[src/rtl/decode_pkg.sv]
// Shared decode definitions: opcode map, control-word bit layout, FSM state
// encoding and the control ROM function used by decode_rom.
package decode_pkg;

  localparam int OPND_W_MAX = 16;
  localparam int CTRL_USED  = 19;

  localparam logic [3:0] OPC_SYS  = 4'h0;
  localparam logic [3:0] OPC_MOV  = 4'h1;
  localparam logic [3:0] OPC_LDI  = 4'h2;
  localparam logic [3:0] OPC_MVI  = 4'h3;
  localparam logic [3:0] OPC_LD0  = 4'h4;
  localparam logic [3:0] OPC_LD1  = 4'h5;
  localparam logic [3:0] OPC_ST0  = 4'h6;
  localparam logic [3:0] OPC_ST1  = 4'h7;
  localparam logic [3:0] OPC_JMP  = 4'h8;
  localparam logic [3:0] OPC_JZ   = 4'h9;
  localparam logic [3:0] OPC_JC   = 4'hA;
  localparam logic [3:0] OPC_ILL0 = 4'hB;
  localparam logic [3:0] OPC_ADD  = 4'hC;
  localparam logic [3:0] OPC_SUB  = 4'hD;
  localparam logic [3:0] OPC_AND  = 4'hE;
  localparam logic [3:0] OPC_ILL1 = 4'hF;

  localparam logic [OPND_W_MAX-1:0] SYS_NOP  = 16'd0;
  localparam logic [OPND_W_MAX-1:0] SYS_HALT = 16'd1;
  localparam logic [OPND_W_MAX-1:0] SYS_OUT  = 16'd2;

  // Control-word bit positions; bits CTRL_USED and up are reserved (zero).
  localparam int CB_ALU_LSB  = 0;   // 3 bits
  localparam int CB_REG_WE   = 3;
  localparam int CB_MEM_RD   = 4;
  localparam int CB_MEM_WR   = 5;
  localparam int CB_PC_LD    = 6;
  localparam int CB_OUT_LD   = 7;
  localparam int CB_HALT     = 8;
  localparam int CB_TRAP     = 9;
  localparam int CB_SRC_LSB  = 10;  // 2 bits
  localparam int CB_ADDR_SEL = 12;
  localparam int CB_COND_Z   = 13;
  localparam int CB_COND_C   = 14;
  localparam int CB_FLAG_WE  = 15;
  localparam int CB_IMM_EN   = 16;
  localparam int CB_MAR_LD   = 17;
  localparam int CB_MDR_LD   = 18;

  localparam logic [2:0] ALU_PASS = 3'd0;
  localparam logic [2:0] ALU_ADD  = 3'd1;
  localparam logic [2:0] ALU_SUB  = 3'd2;
  localparam logic [2:0] ALU_AND  = 3'd3;

  localparam logic [1:0] SRC_REG = 2'd0;
  localparam logic [1:0] SRC_IMM = 2'd1;
  localparam logic [1:0] SRC_MEM = 2'd2;
  localparam logic [1:0] SRC_ALU = 2'd3;

  typedef enum logic [1:0] {
    ST_IDLE   = 2'd0,
    ST_EXPAND = 2'd1,
    ST_HALTED = 2'd2
  } state_e;

  typedef logic [CTRL_USED-1:0] ctrl_t;

  function automatic logic is_system(input logic [3:0] opc);
    return opc == OPC_SYS;
  endfunction

  function automatic logic is_two_op(input logic [3:0] opc);
    return (opc >= OPC_LD0) && (opc <= OPC_ST1);
  endfunction

  function automatic logic is_illegal(input logic [3:0] opc,
                                      input logic [OPND_W_MAX-1:0] opnd);
    case (opc)
      OPC_SYS:            return opnd > SYS_OUT;
      OPC_ILL0, OPC_ILL1: return 1'b1;
      default:            return 1'b0;
    endcase
  endfunction

  function automatic ctrl_t ctrl_rom(input logic [3:0] opc,
                                     input logic [OPND_W_MAX-1:0] opnd,
                                     input logic phase);
    ctrl_t c;
    c = '0;
    case (opc)
      OPC_SYS: begin
        if (opnd == SYS_HALT)     c[CB_HALT]   = 1'b1;
        else if (opnd == SYS_OUT) c[CB_OUT_LD] = 1'b1;
      end
      OPC_MOV: begin
        c[CB_REG_WE]         = 1'b1;
        c[CB_SRC_LSB +: 2]   = SRC_REG;
      end
      OPC_LDI, OPC_MVI: begin
        c[CB_REG_WE]         = 1'b1;
        c[CB_SRC_LSB +: 2]   = SRC_IMM;
        c[CB_IMM_EN]         = 1'b1;
        c[CB_FLAG_WE]        = (opc == OPC_MVI);
      end
      // Memory ops: phase 0 loads the address register, phase 1 moves data.
      OPC_LD0, OPC_LD1: begin
        if (!phase) begin
          c[CB_MAR_LD]       = 1'b1;
          c[CB_ADDR_SEL]     = opc[0];
        end else begin
          c[CB_MEM_RD]       = 1'b1;
          c[CB_REG_WE]       = 1'b1;
          c[CB_SRC_LSB +: 2] = SRC_MEM;
        end
      end
      OPC_ST0, OPC_ST1: begin
        if (!phase) begin
          c[CB_MAR_LD]       = 1'b1;
          c[CB_ADDR_SEL]     = opc[0];
        end else begin
          c[CB_MEM_WR]       = 1'b1;
          c[CB_MDR_LD]       = 1'b1;
        end
      end
      OPC_JMP, OPC_JZ, OPC_JC: begin
        c[CB_PC_LD]          = 1'b1;
        c[CB_IMM_EN]         = 1'b1;
        c[CB_COND_Z]         = (opc == OPC_JZ);
        c[CB_COND_C]         = (opc == OPC_JC);
      end
      OPC_ADD, OPC_SUB, OPC_AND: begin
        c[CB_REG_WE]         = 1'b1;
        c[CB_FLAG_WE]        = 1'b1;
        c[CB_SRC_LSB +: 2]   = SRC_ALU;
        c[CB_ALU_LSB +: 3]   = (opc == OPC_ADD) ? ALU_ADD :
                               (opc == OPC_SUB) ? ALU_SUB : ALU_AND;
      end
      default: c = '0;
    endcase
    return c;
  endfunction

endpackage

[src/rtl/decode_rom.sv]
// Combinational decode: control word, one-hot register targets and instruction
// class flags. DECODE_ILLEGAL_TRAP_EN adds the TRAP bit on illegal opcodes.
module decode_rom
  import decode_pkg::*;
#(
  parameter int OPC_W    = 4,
  parameter int REGSEL_W = 2,
  parameter int INSTR_W  = 8,
  parameter int CTRL_W   = 28
) (
  input  logic [INSTR_W-1:0]     instr_i,
  input  logic                   phase_i,
  output logic [CTRL_W-1:0]      ctrl_o,
  output logic [2**REGSEL_W-1:0] tgt1_o,
  output logic [2**REGSEL_W-1:0] tgt2_o,
  output logic                   illegal_o,
  output logic                   two_op_o,
  output logic                   halt_o
);

  localparam int NREG   = 2**REGSEL_W;
  localparam int OPND_W = 2*REGSEL_W;

  logic [OPC_W-1:0]      opc;
  logic [3:0]            opc4;
  logic [REGSEL_W-1:0]   dst;
  logic [REGSEL_W-1:0]   src;
  logic [OPND_W_MAX-1:0] opnd;
  ctrl_t                 ctrl_base;
  logic                  reg_tgt;

  assign opc  = instr_i[INSTR_W-1 -: OPC_W];
  assign opc4 = 4'(opc);
  assign dst  = instr_i[2*REGSEL_W-1:REGSEL_W];
  assign src  = instr_i[REGSEL_W-1:0];
  assign opnd = OPND_W_MAX'(instr_i[OPND_W-1:0]);

  assign ctrl_base = ctrl_rom(opc4, opnd, phase_i);
  assign illegal_o = is_illegal(opc4, opnd);
  assign two_op_o  = is_two_op(opc4);
  assign halt_o    = is_system(opc4) && (opnd == SYS_HALT);

  always_comb begin
    ctrl_o = CTRL_W'(ctrl_base);
`ifdef DECODE_ILLEGAL_TRAP_EN
    if (illegal_o) ctrl_o[CB_TRAP] = 1'b1;
`endif
  end

  // System ops and illegal encodings carry no register targets.
  assign reg_tgt = !illegal_o && !is_system(opc4);
  assign tgt1_o  = reg_tgt ? (NREG'(1) << dst) : '0;
  assign tgt2_o  = reg_tgt ? (NREG'(1) << src) : '0;

endmodule

[src/rtl/decode_stage.sv]
// Registered instruction decoder with valid/ready handshake, load/store
// expansion and HALT hold. Define DECODE_ILLEGAL_TRAP_EN to trap on illegal opcodes.
module decode_stage
  import decode_pkg::*;
#(
  parameter int OPC_W    = 4,
  parameter int REGSEL_W = 2,
  parameter int INSTR_W  = 8,
  parameter int CTRL_W   = 28
) (
  input  logic                   clk,
  input  logic                   rst,
  input  logic                   in_valid,
  input  logic [INSTR_W-1:0]     in_instr,
  output logic                   in_ready,
  output logic                   out_valid,
  input  logic                   out_ready,
  output logic [CTRL_W-1:0]      out_ctrl,
  output logic [2**REGSEL_W-1:0] out_tgt1,
  output logic [2**REGSEL_W-1:0] out_tgt2,
  output logic                   out_phase,
  output logic                   out_illegal,
  output logic                   halted,
  input  logic                   resume
`ifdef DECODE_ILLEGAL_TRAP_EN
  ,
  output logic                   err_illegal
`endif
);

  localparam int NREG = 2**REGSEL_W;

  if (INSTR_W != OPC_W + 2*REGSEL_W) begin : g_bad_instr_w
    $error("decode_stage: INSTR_W must equal OPC_W + 2*REGSEL_W");
  end
  if (OPC_W != 4) begin : g_bad_opc_w
    $error("decode_stage: opcode map is defined for OPC_W == 4");
  end
  if (CTRL_W < CTRL_USED) begin : g_bad_ctrl_w
    $error("decode_stage: CTRL_W too narrow for the control-bit layout");
  end

  state_e               state_q, state_d;
  logic [INSTR_W-1:0]   exp_instr_q, exp_instr_d;

  logic                 out_valid_q, out_valid_d;
  logic [CTRL_W-1:0]    out_ctrl_q, out_ctrl_d;
  logic [NREG-1:0]      out_tgt1_q, out_tgt1_d;
  logic [NREG-1:0]      out_tgt2_q, out_tgt2_d;
  logic                 out_phase_q, out_phase_d;
  logic                 out_illegal_q, out_illegal_d;

  logic [INSTR_W-1:0]   rom_instr;
  logic                 rom_phase;
  logic [CTRL_W-1:0]    rom_ctrl;
  logic [NREG-1:0]      rom_tgt1, rom_tgt2;
  logic                 rom_illegal, rom_two_op, rom_halt;

  logic                 out_free, accept, exp_fire, load_uop;

  // In EXPAND the ROM sees the latched instruction to build phase 1.
  assign rom_phase = (state_q == ST_EXPAND);
  assign rom_instr = rom_phase ? exp_instr_q : in_instr;

  decode_rom #(
    .OPC_W   (OPC_W),
    .REGSEL_W(REGSEL_W),
    .INSTR_W (INSTR_W),
    .CTRL_W  (CTRL_W)
  ) u_rom (
    .instr_i  (rom_instr),
    .phase_i  (rom_phase),
    .ctrl_o   (rom_ctrl),
    .tgt1_o   (rom_tgt1),
    .tgt2_o   (rom_tgt2),
    .illegal_o(rom_illegal),
    .two_op_o (rom_two_op),
    .halt_o   (rom_halt)
  );

  assign out_free = !out_valid_q || out_ready;
  assign accept   = in_valid && in_ready;
  assign exp_fire = (state_q == ST_EXPAND) && out_valid_q && out_ready;
  assign load_uop = accept || exp_fire;

  always_ff @(posedge clk) begin
    if (rst) state_q <= ST_IDLE;
    else     state_q <= state_d;
  end

  always_comb begin
    state_d = state_q;
    case (state_q)
      ST_IDLE: begin
        if (accept) begin
          if (rom_halt)        state_d = ST_HALTED;
          else if (rom_two_op) state_d = ST_EXPAND;
`ifdef DECODE_ILLEGAL_TRAP_EN
          else if (rom_illegal) state_d = ST_HALTED;
`endif
        end
      end
      ST_EXPAND: if (exp_fire) state_d = ST_IDLE;
      ST_HALTED: if (resume)   state_d = ST_IDLE;
      default:                 state_d = ST_IDLE;
    endcase
  end

  always_comb begin
    in_ready = (state_q == ST_IDLE) && out_free;
    halted   = (state_q == ST_HALTED);
  end

  always_comb begin
    exp_instr_d   = accept ? in_instr : exp_instr_q;
    out_valid_d   = out_valid_q;
    out_ctrl_d    = out_ctrl_q;
    out_tgt1_d    = out_tgt1_q;
    out_tgt2_d    = out_tgt2_q;
    out_phase_d   = out_phase_q;
    out_illegal_d = out_illegal_q;
    if (load_uop) begin
      out_valid_d   = 1'b1;
      out_ctrl_d    = rom_ctrl;
      out_tgt1_d    = rom_tgt1;
      out_tgt2_d    = rom_tgt2;
      out_phase_d   = rom_phase;
      out_illegal_d = rom_illegal;
    end else if (out_free) begin
      // Slot drained with nothing to replace it: present an all-zero bubble.
      out_valid_d   = 1'b0;
      out_ctrl_d    = '0;
      out_tgt1_d    = '0;
      out_tgt2_d    = '0;
      out_phase_d   = 1'b0;
      out_illegal_d = 1'b0;
    end
  end

  always_ff @(posedge clk) begin
    if (rst) begin
      exp_instr_q   <= '0;
      out_valid_q   <= 1'b0;
      out_ctrl_q    <= '0;
      out_tgt1_q    <= '0;
      out_tgt2_q    <= '0;
      out_phase_q   <= 1'b0;
      out_illegal_q <= 1'b0;
    end else begin
      exp_instr_q   <= exp_instr_d;
      out_valid_q   <= out_valid_d;
      out_ctrl_q    <= out_ctrl_d;
      out_tgt1_q    <= out_tgt1_d;
      out_tgt2_q    <= out_tgt2_d;
      out_phase_q   <= out_phase_d;
      out_illegal_q <= out_illegal_d;
    end
  end

`ifdef DECODE_ILLEGAL_TRAP_EN
  logic err_illegal_q, err_illegal_d;

  // Sticky until reset; resume deliberately leaves it set.
  assign err_illegal_d = err_illegal_q || (accept && rom_illegal);

  always_ff @(posedge clk) begin
    if (rst) err_illegal_q <= 1'b0;
    else     err_illegal_q <= err_illegal_d;
  end

  assign err_illegal = err_illegal_q;
`endif

  assign out_valid   = out_valid_q;
  assign out_ctrl    = out_ctrl_q;
  assign out_tgt1    = out_tgt1_q;
  assign out_tgt2    = out_tgt2_q;
  assign out_phase   = out_phase_q;
  assign out_illegal = out_illegal_q;

endmodule

[config.mk]
export PLATFORM = sky130hd
export DESIGN_NAME = decode_stage
export DESIGN_NICKNAME = d
export VERILOG_FILES = /design/src/rtl/decode_pkg.sv /design/src/rtl/decode_rom.sv /design/src/rtl/decode_stage.sv
export SDC_FILE = /design/constraint.sdc
export NUM_CORES = 1
export LEC_CHECK = 0
export CORE_ASPECT_RATIO = 2
export CORE_UTILIZATION = 45
export DETAILED_ROUTE_END_ITERATION = 6
export PLACE_DENSITY_LB_ADDON = 0.1
export RECOVER_POWER = 25
export SLEW_MARGIN = 30
export SYNTH_ARGS = -nofsm -noshare
export SYNTH_HDL_FRONTEND = slang
export SYNTH_SLANG_ARGS = --single-unit
[constraint.sdc]
create_clock -name clk -period 3.7 [get_ports clk]
set_input_delay 0.74 -clock clk [delete_from_list [all_inputs] [get_ports clk]]
set_output_delay 0.74 -clock clk [all_outputs]
set_load 0.005 [all_outputs]
==> results.cfg, run 1 <==
[outcome]
status = completed

[sta]
rsz0062_at_grt = no
maxClockFrequency_mhz = 364
finalHoldViolCount = 0
finalCritPeriodShare_pct = 74.3
slew_headroom_pct = 41.1
fin_crit_ns = 2.75
worstMarginPinSlew_ns = 0.880
finalSetupViolations = 0
slew_viol_final = 0
skew_ns = 0.00202
setup_tns_ns = 0

[worst_hold_path]
worstHoldStart = out_tgt1[3]$_SDFFE_PP0P_
min_path_type = reg2reg

[finish]
syn_to_final_growth_pct = 25.5
n_fill_cell = 389
drive_gt1_share_pct = 8.43
final_util_pct = 60.0
fin_nets = 262
multi_input_area_sq_um = 972
seqCellArea_sq_um = 741
diodes = 0

[clock_tree]
h-tree-depth = 2
hold_buffers = 0
cts_buffers = 5
cts_buffer_depth = 2
cts_sinks = 37
postCtsSetupBuffers = 0
clk_pin_slew_ns = 0.07
cts_tree = yes
clock_latency_ns = 0.28
root_buffer = clkbuf_8
cts_resized = 0

[synth]
synth_top_family_by_area = simple AND/OR/NAND/NOR gates
synth_edf_count = 0
synthAdderAreaFrac_pct = 0
ys_ff_latch = 37
syn_inst = 213
yosysTopAreaCell = dfxtp_1
yosysMostFrequentCell = dfxtp_1
synth_top_area_share_pct = 39.9
synth_ff_type = dfxtp_1
synth.area.top_cells = dfxtp_1 40%, mux2i_1 7.0%, buf_4 5.3%, nand2_1 5.3%, nor2_1 4.9%
ys_warn_count = 0
avgSynthCellArea_sq_um = 8.71
syn_area_sq_um = 1860
synth_cell_types = 43
synth-xor-area-share_pct = 0
synthTopCellsByCount = 37 x dfxtp_1, 26 x nand2_1, 24 x nor2_1, 13 x buf_4, 13 x mux2i_1
seq_area_frac_synth_pct = 39.9
synth_simple_gate_area_share_pct = 22.9
synthArstFlopShare_pct = 0
synth_compound_gate_area_share_pct = 17.6
muxShareOfSynthArea_pct = 9.64

[pwr]
vdd_ir_drop_max_mv = 0.216
intPower_uw = 621
seqPwrFrac_pct = 50.9
p_switching_uw = 218
powerDensity_nw_per_um2 = 360
static-leakage-power_uw = 0.000977
switching_share_pct = 26.0
clockPowerShare_pct = 33.7
p_comb_share_pct = 15.4

[floorplanning]
die_area_sq_um = 4400
die_h_microns = 92.8
std_cell_rows = 32
dieWidth_microns = 47.4
core_area_sq_um = 3880
ios = 54
initial_utilization_pct = 47.8

[route]
final_antenna_net_count = 0
vias = 1667
vias_per_cell = 5.56
totalWireLength_mm = 4.55
drc_errors = 0
wire_per_inst_microns = 15.2
drt-initial-drc-count = 49
dr.pass1.iters = 4

[critical_path]
crit_chain = clkdlybuf4s50_1 > nor2b_1 > nor3_1 > clkdlybuf4s50_1
cp_max_fo = 3
cpMostUsedCell = clkdlybuf4s50_1
worstReg2RegStart = state_q[1]$_SDFFE_PP0P_
cp.required_ns = 2.96
start_kind = primary input
end_kind = output pin
arrival_ns = 2.01
max_stage_delay_ns = 0.54
crit_path_top_delay_cell = clkdlybuf4s50_1
r2r_setup_slack_ns = 1.38
path_class = in2out
worst_setup_path_startpoint = out_ready

[grt]
grt_max_degree = 20
grt_first_pass_wirelength_mm = 7.22
grt-ovfl-total = 0
antenna_found_initial = 0
grt_usage_pct = 22.7
grt_pass1_vias = 1546

[run]
max-cap-violations = 0

[placed_design]
hpwl_mm = 3.36
gp_congestion = 0.831
portBuffers = 42
-- final timing paths --
check                               to  cells past startpoint
max reg2reg  out_ctrl[13]$_SDFFE_PP0P_                      4
max                           in_ready                      4
min           out_tgt1[3]$_SDFFE_PP0P_                      2
min reg2reg   out_tgt1[3]$_SDFFE_PP0P_                      2
-- sequential cells by signal, indices dropped and copies added, names as in the netlist --
name and count:
out_tgt1 4, out_tgt2 4, state_q 2, out_valid 1, exp_instr_q 8, out_phase 1
out_ctrl 16, out_illegal 1
-- power by group through the flow --
stage / clock network, uW / logic [uW] / registers [uW]
floorplan: 0 / 84.7 / 433
global placement: 0 / 130 / 436
detailed placement: 0 / 131 / 436
CTS: 289 / 131 / 427
global route: 312 / 141 / 429
finish: 283 / 130 / 427
-- cell families (layout without fill, tap and decap cells) --
kind of cell	after synthesis	in the layout
AO/OA/AOI/OAI	45	45
buffers and inverters	31	57
flip-flops	37	37
multiplexers	17	17
other	1	11
AND/OR/NAND/NOR	82	82
-- critical path, delay by kind of cell --
kind | cells | cell delay [ns]
buffers and inverters | 2 | 1.05
AND/OR/NAND/NOR | 2 | 0.23
-- metal layers --
layer / part of all wire (%) / up-vias / GRT usage [%]
li1: - / 810 / -
met1: 39 / 785 / 25.7
met2: 54 / 60 / 38.7
met3: 4.8 / 12 / 4.29
met4: 2.6 / 0 / 9.29
met5: 0 / - / 0
-- cells in the final DEF (no fill, tap or decap), types with 3 or more instances in the layout --
cell,synthesis,final
nand3_1,4,4
conb_1,1,11
nand2_1,26,26
dlygate4sd3_1,0,15
a31oi_1,4,4
nand4_1,3,3
a21oi_1,7,7
mux2_2,3,3
nor2_1,24,24
mux2i_1,13,13
o31ai_1,6,6
o21ai_0,6,6
buf_4,13,4
inv_1,4,4
clkbuf_8,0,6
clkdlybuf4s50_1,0,27
a32oi_1,8,8
nor2b_1,4,4
dfxtp_1,37,37
o21ai_1,4,4
nor3_1,4,4
-- per-stage QoR --
stage	instances	cell area, sq um	worst slack [ns]	total power, uW	hold WS [ns]
floorplan	223	1890	1.55	518	0.442
global placement	293	2240	0.952	566	0.431
detailed placement	293	2240	0.982	567	0.436
CTS	300	2330	0.956	848	0.446
global route	300	2330	0.888	883	0.459
finish	300	2330	0.951	839	0.439
-- layout make-up --
type	instances	share of cell area (%)
Clock buffer	7	3.71
Inverter	4	0.645
Multi-Input combinational cell	155	41.8
Sequential cell	37	31.8
Tap cell	51	2.74
Timing Repair Buffer	46	19.3
Power figures use the tool's default switching activity.
==> inputs of run 2 (changes only) <==
==> constraint.sdc (replaced) <==
create_clock -name clk -period 2.8 [get_ports clk]
set_input_delay 0.56 -clock clk [delete_from_list [all_inputs] [get_ports clk]]
set_output_delay 0.56 -clock clk [all_outputs]
set_load 0.005 [all_outputs]
==> run 2 against run 1 <==
  * Final area is 0.65% higher
  * Non-clock buffer count up 2
  * Routed wire length is 1.6% higher
  * Critical path depth did not move
  * Register-to-register slack worse by 0.73 ns
  * Sequential cell count stayed put
  * Clock power rose by 32%
  * Clock skew up 0.0068 ns
  * First-iteration DRC count down 37%
  * Critical endpoint unchanged
==> results.cfg, run 2 (synthesized netlist as in run 1, its figures left out) <==
[placed_design]
hpwl_mm = 3.49
placedInstanceArea_sq_um = 2260
dp.cells = 295
portBuffers = 42
gp_congestion = 0.898

[critical_path]
cp_max_fo = 3
path_class = in2out
end_kind = output pin
path_buf_inv = 2
worstSetupPathDepth = 4
r2r_setup_slack_ns = 0.65
crit_chain = clkdlybuf4s50_1 > nor2b_1 > nor3_1 > clkdlybuf4s50_1
cp-endpoint = in_ready
cp.required_ns = 2.24
worst_setup_path_startpoint = out_ready
worstReg2RegStart = state_q[1]$_SDFFE_PP0P_
r2r_end = out_ctrl[13]$_SDFFE_PP0P_
reg2reg_depth = 5
max_stage_delay_ns = 0.53
crit_path_top_delay_cell = clkdlybuf4s50_1
cpMostUsedCell = clkdlybuf4s50_1
start_kind = primary input
arrival_ns = 1.82
critical_path.top_delay_family = buffers and inverters

[grt]
antenna_found_initial = 0
grt-ovfl-total = 0
grt_max_degree = 19
grt_first_pass_wirelength_mm = 7.11
grt_usage_pct = 22.5
grt_pass1_vias = 1503

[worst_hold_path]
min_path_type = reg2reg
worstHoldStart = out_tgt1[1]$_SDFFE_PP0P_

[route]
vias_per_cell = 5.41
drc_errors = 0
wire_per_inst_microns = 15.3
final_antenna_net_count = 0
highest_layer = met4
totalWireLength_mm = 4.62
wl_met3_microns = 190
wl_met2_mm = 2.56
dr.pass1.iters = 4
vias = 1633
wl_met1_mm = 1.77
drt-initial-drc-count = 31

[floorplanning]
dieWidth_microns = 47.4
ios = 54
die_h_microns = 92.8
initial_utilization_pct = 47.8
std_cell_rows = 32
die_area_sq_um = 4400
core_area_sq_um = 3880

[clock_tree]
hold_buffers = 0
cts_buffers = 5
root_buffer = clkbuf_8
clk_pin_slew_ns = 0.06
postCtsSetupBuffers = 0
clock_latency_ns = 0.29
cts_buffer_depth = 2
cts_tree = yes
cts_resized = 0
h-tree-depth = 2
cts_sinks = 37

[sta]
slew_headroom_pct = 42.8
slew_viol_final = 0
finalHoldViolCount = 0
worstMarginPinSlew_ns = 0.855
skew_ns = 0.00885
finalCritPeriodShare_pct = 84.9
setup_tns_ns = 0
fin_crit_ns = 2.38
rsz0062_at_grt = no
finalSetupViolations = 0
maxClockFrequency_mhz = 420

[finish]
stdcell_area_sq_um = 2340
drive_gt1_share_pct = 9.16
largest_reg_flops = 16
final_util_pct = 60.3
final_cells = 302
syn_to_final_growth_pct = 26.3
final_cell_mix = 37 x dfxtp_1, 27 x clkdlybuf4s50_1, 26 x nand2_1
diodes = 0
fin_nets = 264
layout_commonest_cell = dfxtp_1

[outcome]
status = completed

[pwr]
static-leakage-power_uw = 0.000986
powerDensity_nw_per_um2 = 473
vdd_ir_drop_max_mv = 0.385
power.total_uw = 1110

[run]
max-cap-violations = 0
==> run 2: changes by cell type in the layout (fill, tap and decap cells not counted), sizes merged <==
cell  change
buf       +2
==> run 2: routing by layer <==
layer | GRT usage (%) | vias up
met5 | 0 | -
met4 | 13.1 | 0
met3 | 3.51 | 11
met2 | 37.6 | 51
met1 | 24.8 | 759
li1 | - | 812
==> run 2: how the worst min path moves through the flow <==
stage	to	slack, ns	cells past startpoint
2_1_floorplan	out_tgt2[3]$_SDFFE_PP0P_	0.44	2
3_3_place_gp	out_tgt2[3]$_SDFFE_PP0P_	0.43	2
3_5_place_dp	out_tgt1[1]$_SDFFE_PP0P_	0.44	2
4_1_cts	out_tgt1[1]$_SDFFE_PP0P_	0.45	2
5_1_grt	out_tgt2[3]$_SDFFE_PP0P_	0.47	2
6_report	out_tgt1[1]$_SDFFE_PP0P_	0.44	2
==> run 2: cell type report <==
cell class,instances,area [sq um]
fillers,384,1540
inverters,4,15.0
clock buffers,7,86.3
multi-input cells,155,972
repair buffers,48,465
well taps,51,63.8
flip-flops and latches,37,741
==> run 2: worst min-delay path: cells and delay by family, from the launching register on <==
family,cells,cell delay [ns]
compound gates,1,0.05
flops,1,0.31
simple gates,1,0.05
==> run 2: through the flow <==
step / setup slack [ns] / hold slack [ns]
global route: 0.340 / 0.468
global placement: 0.404 / 0.431
finish: 0.422 / 0.441
detailed placement: 0.430 / 0.438
floorplan: 1.01 / 0.442
CTS: 0.411 / 0.447
==> run 2: report_power, final <==
group / internal, uW / leakage [uW] / switching [uW]
Sequential: 547 / 0.000301 / 17.8
Clock: 195 / 0.0000443 / 178
Combinational: 80.3 / 0.000641 / 92.1
==> inputs of run 3 (changes only) <==
==> constraint.sdc (replaced) <==
create_clock -name clk -period 2.3 [get_ports clk]
set_input_delay 0.46 -clock clk [delete_from_list [all_inputs] [get_ports clk]]
set_output_delay 0.46 -clock clk [all_outputs]
set_load 0.005 [all_outputs]
==> run 3 against run 2 <==
  * Hold slack gained 0.0012 ns
  * Clock skew is 0.0031 ns lower
  * Non-clock buffer count increased by 8
  * Sequential power is 22% higher
  * Power increased by 22%
  * Register-to-register slack worse by 0.46 ns
  * Critical path type unchanged
  * Largest cell class unchanged
==> results.cfg, run 3 (synthesized netlist as in run 1, its figures left out) <==
[finish]
diodes = 0
seqCellArea_sq_um = 741
final_cell_mix = 37 x dfxtp_1, 33 x clkdlybuf4s50_1, 26 x nand2_1
n_fill_cell = 382
syn_to_final_growth_pct = 29.1
fin_nets = 272
multi_input_area_sq_um = 972
drive_gt1_share_pct = 11.2
layout_commonest_cell = dfxtp_1
largest_reg_flops = 16

[sta]
worstMarginPinSlew_ns = 0.650
slew_headroom_pct = 56.7
finalCritPeriodShare_pct = 96.7
maxClockFrequency_mhz = 450
finalHoldViolCount = 0
skew_ns = 0.00576
holdWs_ns = 0.442
fin_crit_ns = 2.22
setup_tns_ns = 0
slew_viol_final = 0
rsz0062_at_grt = no
finalSetupViolations = 0

[critical_path]
r2r_setup_slack_ns = 0.19
path_class = in2out
cp.required_ns = 1.84
start_kind = primary input
end_kind = output pin
cp_max_fo = 3
arrival_ns = 1.76

[route]
final_antenna_net_count = 0
drt-initial-drc-count = 44
wire_per_inst_microns = 15.4
vias_per_cell = 5.47
totalWireLength_mm = 4.79
dr.pass1.iters = 4
drc_errors = 0
vias = 1696

[placed_design]
hpwl_mm = 3.60
portBuffers = 42
gp_congestion = 0.903

[grt]
grt-ovfl-total = 0
grt_usage_pct = 23.8
grt_max_degree = 25
antenna_found_initial = 0
grt_pass1_vias = 1649
grt_first_pass_wirelength_mm = 7.52

[pwr]
static-leakage-power_uw = 0.000999
powerDensity_nw_per_um2 = 567
vdd_ir_drop_max_mv = 0.457

[clock_tree]
postCtsSetupBuffers = 0
cts_buffers = 5
h-tree-depth = 2
cts_sinks = 37
clock_latency_ns = 0.28
clk_pin_slew_ns = 0.07
hold_buffers = 0
root_buffer = clkbuf_8
cts_tree = yes
cts_buffer_depth = 2
cts_resized = 0

[floorplanning]
initial_utilization_pct = 47.8
core_area_sq_um = 3880
ios = 54
die_h_microns = 92.8
die_area_sq_um = 4400
std_cell_rows = 32
dieWidth_microns = 47.4

[worst_hold_path]
min_path_type = reg2reg

[outcome]
status = completed

[run]
max-cap-violations = 0
-- run 3: cell types whose count changed in the layout (fill, tap and decap cells not counted), sizes merged --
| cell | delta |
|---|---|
| clkdlybuf4s50 | +6 |
| dlygate4sd3 | -6 |
| buf | +6 |
| clkbuf | +2 |
-- run 3: layout make-up --
type                       instances  share of cell area, %
clock buffer                       7                   3.60
timing repair buffer              56                   21.6
multi-input combinational        155                   40.6
tap                               51                   2.66
sequential                        37                   30.9
inverter                           4                  0.627
-- run 3: final timing paths --
| path | start | to | cells past startpoint |
|---|---|---|---|
| setup / recovery | out_ready | in_ready | 4 |
| hold / removal | out_tgt1[3]$_SDFFE_PP0P_ | out_tgt1[3]$_SDFFE_PP0P_ | 2 |
| setup reg to reg | state_q[1]$_SDFFE_PP0P_ | state_q[1]$_SDFFE_PP0P_ | 5 |
| hold reg to reg | out_tgt1[3]$_SDFFE_PP0P_ | out_tgt1[3]$_SDFFE_PP0P_ | 2 |
-- run 3: stage by stage --
step	util [%]	power, uW	std cells	worst slack (ns)	instance area, sq um
after floorplan	-	833	223	0.673	1890
final	61.7	1360	310	0.0757	2400
after global placement	59.7	924	303	0.0828	2320
after detailed placement	59.7	926	303	0.0301	2320
after global routing	61.7	1410	310	0.0463	2400
after CTS	61.9	1370	310	0.0715	2400
-- run 3: metal layers --
layer  global-route usage, %  part of all wire, %  vias to the layer above
li1                        -                    -                      828
met1                    24.5                   39                      802
met2                    41.8                   54                       54
met3                    4.09                  4.1                       12
met4                    12.6                  3.2                        0
met5                       0                    0                        -
-- run 3: worst max-delay path, stage by stage --
cell	delay, ns
clkdlybuf4s50_1	0.51
nor2b_1	0.08
nor3_1	0.17
clkdlybuf4s50_1	0.54
-- run 3: report_power, final --
| group | total [uW] | switching [uW] | internal (uW) | leakage (uW) |
|---|---|---|---|---|
| sequential | 687 | 21.9 | 665 | 0.000301 |
| clock | 449 | 211 | 238 | 0.0000443 |
| combinational | 223 | 116 | 107 | 0.000654 |
